<file path="src/rtl/mem_arbiter.sv">
// rtl/mem_arbiter.sv - two-port (instruction/data) arbiter onto one fixed-latency memory port.
// Optional macro ARB_ROUND_ROBIN_EN: alternate grants on contention instead of fixed data-side priority.
module mem_arbiter #(
    parameter int LATENCY   = 4,
    parameter int WORD_SIZE = 16
) (
    input  logic                 clk,
    input  logic                 reset_n,
    input  logic                 i_req,
    input  logic [WORD_SIZE-1:0] i_addr,
    input  logic                 d_req,
    input  logic                 d_we,
    input  logic [WORD_SIZE-1:0] d_addr,
    input  logic [WORD_SIZE-1:0] d_wdata,
    output logic                 i_ack,
    output logic                 d_ack,
    output logic [WORD_SIZE-1:0] rdata,
    output logic                 mem_read,
    output logic                 mem_write,
    output logic [WORD_SIZE-1:0] mem_addr,
    output logic [WORD_SIZE-1:0] mem_wdata,
    input  logic [WORD_SIZE-1:0] mem_rdata,
    output logic                 busy
);

    localparam logic [3:0] CNT_INIT = 4'(LATENCY - 1);

    typedef enum logic [1:0] {
        IDLE,
        ACCESS,
        RESP
    } state_t;

    state_t     state;
    state_t     state_nxt;
    logic [3:0] count;
    logic       owner_d;
    logic       we_q;
    logic       grant_d;
    logic       any_req;

    assign any_req = i_req | d_req;

`ifdef ARB_ROUND_ROBIN_EN
    // last_d set means the data side won the most recent grant
    logic last_d;

    always_comb begin
        grant_d = d_req & (~i_req | ~last_d);
    end

    always_ff @(posedge clk or negedge reset_n) begin
        if (!reset_n) begin
            last_d <= 1'b0;
        end else if (state == IDLE && any_req) begin
            last_d <= grant_d;
        end
    end
`else
    always_comb begin
        grant_d = d_req;
    end
`endif

    always_ff @(posedge clk or negedge reset_n) begin
        if (!reset_n) begin
            state <= IDLE;
        end else begin
            state <= state_nxt;
        end
    end

    always_comb begin
        state_nxt = state;
        case (state)
            IDLE:    if (any_req) state_nxt = ACCESS;
            ACCESS:  if (count == 4'd0) state_nxt = RESP;
            RESP:    state_nxt = IDLE;
            default: state_nxt = IDLE;
        endcase
    end

    always_ff @(posedge clk or negedge reset_n) begin
        if (!reset_n) begin
            count     <= 4'd0;
            owner_d   <= 1'b0;
            we_q      <= 1'b0;
            mem_addr  <= '0;
            mem_wdata <= '0;
            rdata     <= '0;
        end else begin
            case (state)
                IDLE: begin
                    if (any_req) begin
                        owner_d   <= grant_d;
                        we_q      <= grant_d & d_we;
                        mem_addr  <= grant_d ? d_addr : i_addr;
                        mem_wdata <= grant_d ? d_wdata : '0;
                        count     <= CNT_INIT;
                    end
                end
                ACCESS: begin
                    if (count == 4'd0) begin
                        rdata <= mem_rdata;
                    end else begin
                        count <= count - 4'd1;
                    end
                end
                default: ;
            endcase
        end
    end

    // Strobes and acks decode straight from state so reset clears them without waiting for a clock
    assign mem_read  = (state == ACCESS) & ~we_q;
    assign mem_write = (state == ACCESS) & we_q;
    assign i_ack     = (state == RESP) & ~owner_d;
    assign d_ack     = (state == RESP) & owner_d;
    assign busy      = (state != IDLE);

endmodule

</file>
<file path="config.mk">
export PLATFORM = sky130hd
export DESIGN_NAME = mem_arbiter
export DESIGN_NICKNAME = d
export VERILOG_FILES = /design/src/rtl/mem_arbiter.sv
export SDC_FILE = /design/constraint.sdc
export NUM_CORES = 1
export LEC_CHECK = 0
export CORE_MARGIN = 2
export CORE_UTILIZATION = 31
export CTS_BUF_LIST = sky130_fd_sc_hd__clkbuf_2 sky130_fd_sc_hd__clkbuf_4 sky130_fd_sc_hd__clkbuf_8
export DETAILED_ROUTE_END_ITERATION = 16
export DONT_BUFFER_PORTS = 1
export PLACE_DENSITY = 0.54
export SYNTH_ARGS = -nofsm -noshare
export SYNTH_HDL_FRONTEND = slang
export SYNTH_SLANG_ARGS = --single-unit
</file>
<file path="constraint.sdc">
create_clock -name clk -period 5.4 [get_ports clk]
set_clock_uncertainty 0.2 [all_clocks]
set_input_delay 0 -clock clk [delete_from_list [all_inputs] [get_ports clk]]
set_output_delay 0 -clock clk [all_outputs]
set_load 0.05 [all_outputs]
</file>
**Yosys cells after proc, flatten, opt, wreduce, memory -nomap -nowiden**

Index checks and enable logic that the tools add are counted.

- Input bits: 69
- Bits in read-only memories: 0
- Memory bits (writable): 0
- Memories kept: 0
- Output and inout bits: 53
- Bits in registers: 56
- Logic and storage cells: 37
- Bits in latches: 0

- Multiplexer cells: 8
- Add/sub/neg operators: 1
- Multipliers: 0
- Reduce and logical (&&, ||, !) cells: 8
- Shift-type cells: 0
- Bitwise operators: 8
- $lt $le $gt $ge: 0
- Equality and inequality tests: 5
- Divide/modulo/power cells: 0

Operator list:

| operator | number |
|---|---|
| $mux 16 | 2 |
| $mux 4 | 2 |
| $pmux 4 s2 | 1 |
| $ne 2x2->1 const B | 3 |
| $reduce_and 2->1 | 3 |
| $and 1x1->1 | 5 |
| $logic_not 4->1 | 1 |
| $mux 2 | 2 |
| $pmux 2 s2 | 1 |
| $reduce_bool 2->1 | 2 |
| $sub 4x1->4 const B | 1 |
| $reduce_and 3->1 | 1 |
| $eq 2x1->1 const B | 1 |
| $eq 2x2->1 const B | 1 |
| $logic_not 2->1 | 1 |
| $not 1->1 | 2 |
| $or 1x1->1 | 1 |

**Depth between registers and ports, before layout**

- Word-level depth: 3
- Depth in mapped cells: 7
- Mapped depth without buffers: 5

**Worst setup path after synthesis**

OpenSTA, ideal clock, no wires.

- Path type: reg2out
- From: reg state[0]
- To: out i_ack
- Required time: 5.200 ns
- Path slack: 3.590 ns
- Path buffers: 0
- Cell stages (with the launch flop): 2
- Data arrival time: 1.610 ns
- Path through: dfrtp_1 nor3b_1

- Word-level cells in the longest chain between the ends: 2

RTL lines:

| element | RTL line | text |
|---|---|---|
| start: declaration | 34 | `state_t state;` |
| start signal: assignment | 69 | `state <= state_nxt;` |
| $eq 2x2->1 | 117 | `assign i_ack = (state == RESP) & ~owner_d;` |
| $and 1x1->1 | 117 |  |
| end: declaration | 15 | `output logic i_ack,` |

Every way passes these cells.

**Worst setup path after layout**

- From: reg count[0]
- To: reg rdata[5]

- Word-level cells in the longest chain between the ends: 2

RTL lines:

| element | RTL line | text |
|---|---|---|
| start: declaration | 36 | `logic [3:0] count;` |
| start signal: assignment | 106 | `count <= count - 4'd1;` |
| $logic_not 4->1 | 103 | `if (count == 4'd0) begin` |
| $reduce_and 2->1 (no source line) | - |  |
| end signal: assignment | 104 | `rdata <= mem_rdata;` |
| end: declaration | 17 | `output logic [WORD_SIZE-1:0] rdata,` |

Every way passes these cells.
A chain may end at the register's enable or synchronous reset.

==> results by group <==
Worst setup path
  – Worst-path cell chain: inv_1 -> ha_1 -> nor3b_2 -> nand2b_1 -> mux2_1
  – CP Data Arrival Time: ~2.3 ns
  – Setup crit start kind: flop
  – Crit-path max cell delay: around 0.56 ns
  – Critical path class: flop to flop
  – Critical path capture point type: flop
  – CP max FO: 17
  – Critical Path RT: between 5 and 6 ns
  – CP delay by family, top: simple AND/OR/NAND/NOR gates
  – CP Buf/Inv Count: 1
  – Critical-path top delay cell: nand2b_1

Synthesis
  – Synth area leaders: dfrtp_1 58%, mux2i_1 7.8%, a22o_1 6.1%
  – Mapped Area: 0.00243 sq mm
  – Number of flops mapped to enable cells by yosys: 0
  – Syn avg cell area: around 13 sq um
  – Most numerous cell in the Yosys netlist: dfrtp_1
  – Gate Count Post-Synth: about 190
  – Synth Register Bits: 56
  – Synth Flop Type: dfrtp_1
  – Netlist cell types: 28
  – Syn Nets: 259
  – Sequential fraction of the synthesis area: 0.578
  – Post-synth top cells: 56 x dfrtp_1, 19 x a21oi_1, 19 x mux2i_1, 17 x a22o_1, 16 x a31oi_1
  – Yosys warns: 0
  – Post-synth top area share: 0.578
  – Async SR Flop Fraction: 1.00
  – Synth area leader: dfrtp_1

Timing
  – Worst-margin pin slew: 1.18 ns
  – Crit share post-route: 0.428
  – Fin. max-slew vios: 0
  – Period minus WS final: ~2.3 ns
  – Achievable Freq: around 430 MHz
  – RSZ-0062 raised after global routing: no
  – Setup TNS: 0 ns
  – Max-slew headroom: 0.213
  – Setup violators final: 0
  – Final hold vios: 0
  – Worst Hold Slack: between 0.0007 and 0.0008 ns

Die
  – Die Height: slightly above 90 um
  – Core Box Area: about 0.0076 sq mm
  – Effective utilization at floorplan: 0.317
  – Die area: approximately 0.0085 sq mm
  – I/O pin count: between 100 and 150
  – Die width: 92.5 um
  – Rows: 32

Power and ir drop
  – Pwr Density: 685 mW/mm^2
  – Max IR drop VDD: 0.344 mV
  – LEAKAGE: around 1.5 nW

Global routing
  – GRT busiest layer: met2
  – M2 GR Usage: 0.210
  – Total grt overflow: 0
  – Global Route Usage Sum: 0.128
  – GR Util met3: 0.0488
  – Vias in the first global route: around 1800
  – Met1 usage: 0.161
  – Number of antenna violations at the first check in global routing: 0
  – First-pass GRT wire length: 8670 um
  – Largest net degree at the start of global routing: 57

Routing
  – DRT Pass-1 Iters: 4
  – WL per Instance: roughly 16 um
  – Final wirelength: about 5600 um
  – # DRC: 0
  – Remaining antenna violation count: 0
  – 1st-iter DRT viols: 41
  – Avg Vias per Cell: 4.91
  – Vias post-DR: 1739

Final layout
  – Area grow syn2layout: 35.3%
  – Share of layout cells above drive strength 1: 0.119
  – Final Non-Filler Cells: 354
  – Ant. Diodes: 0
  – Post-layout nets: around 320

Status
  – Status: completed

Place
  – Placed Cells: roughly 280
  – Placer congestion estimate: between 0.7 and 0.8
  – DP HPWL: 3200 um
  – I/O Buffers: 0

Clock network
  – Post_cts resized: 0
  – Worst skew pair latency: 0.30 ns
  – Root Driver: clkbuf_8
  – CTS Buffer Depth: 2
  – CTS tree: yes
  – H-tree depth: 2
  – CTS sink count: between 50 and 60
  – CTS clk-pin slew, worst paths: ~0.1 ns
  – CTS buffer count: 5
  – CTS Hold Bufs: 69
  – Post CTS Setup Buffer Count: 0

Run
  – MaxCap Viol Count: 0

Worst hold path
  – Hold WC Path Type: input port to asynchronous set/reset pin
layout by cell type, fill, tap and decap left out:
cell           instances
ha_1                   1
nand2b_4               1
mux2_1                 1
a22o_1                17
and3_1                 1
nor2_1                 3
mux2i_1               19
nand2_4                1
mux2_4                 9
clkbuf_4               2
nor3_1                 3
buf_16                 1
and2_1                 1
nand2_1                1
clkbuf_8               6
a21oi_1               19
dfrtp_1               56
nor4bb_1               1
a21o_1                 1
or2_1                  1
mux2_2                 6
buf_4                  1
nor2_2                 1
a31oi_1               16
nor3b_2                2
o21ai_0                5
dlygate4sd3_1         68
inv_1                  7
nand2b_1               1
per-stage QoR:
step	utilization	power [mW]	instance area [sq um]	setup slack, ns
2_1_floorplan	-	1.86	2430	3.59
3_3_place_gp	0.324	1.95	2480	3.18
3_5_place_dp	0.324	1.96	2480	3.02
4_1_cts	0.429	2.27	3280	3.05
5_1_grt	0.429	2.37	3280	2.90
6_report	0.429	2.25	3280	3.09
kinds of logic (layout without fill, tap and decap cells):
group	after synthesis	after routing	synth area share
buf+inv	22	85	0.0485
mux	35	35	0.167
fa+ha+maj	1	1	0.00516
simple gates	17	17	0.0469
compound gates	58	58	0.155
flops	56	56	0.578
layer usage:
layer  vias up  share of wire
li1        810              -
met1       843           0.44
met2        81           0.46
met3         5          0.092
met4         0         0.0079
met5         -              0
report_power, final:
group	switching (mW)	internal [mW]
clock	0.131	0.115
combinational	0.288	0.285
sequential	0.809	0.618
final cells by class:
class,instances,area (sq um)
sequential,56,1400
timing repair buffer,70,716
tap,102,128
multi-input combinational,111,915
clock buffer,8,97.6
inverter,7,26.3
fill,717,4360
path summary, 6_finish.rpt:
kind	start	to	slack, ns	cells past startpoint
min in group clk	d_req	owner_d	0.13	2
setup / recovery	count[0]	rdata[5]	3.09	5
max in group asynchronous	reset_n	state[0]	4.76	2
hold / removal	reset_n	rdata[13]	0.0008	2
hold reg to reg	count[0]	count[0]	0.31	1
setup reg to reg	count[0]	rdata[5]	3.09	5
sequential cells by signal (all words and copies together), names as in the netlist:
signal,count
rdata,16
mem_addr,16
count,4
state,2
owner_d,1
we_q,1
mem_wdata,16
(Power assumes the default switching activity.)
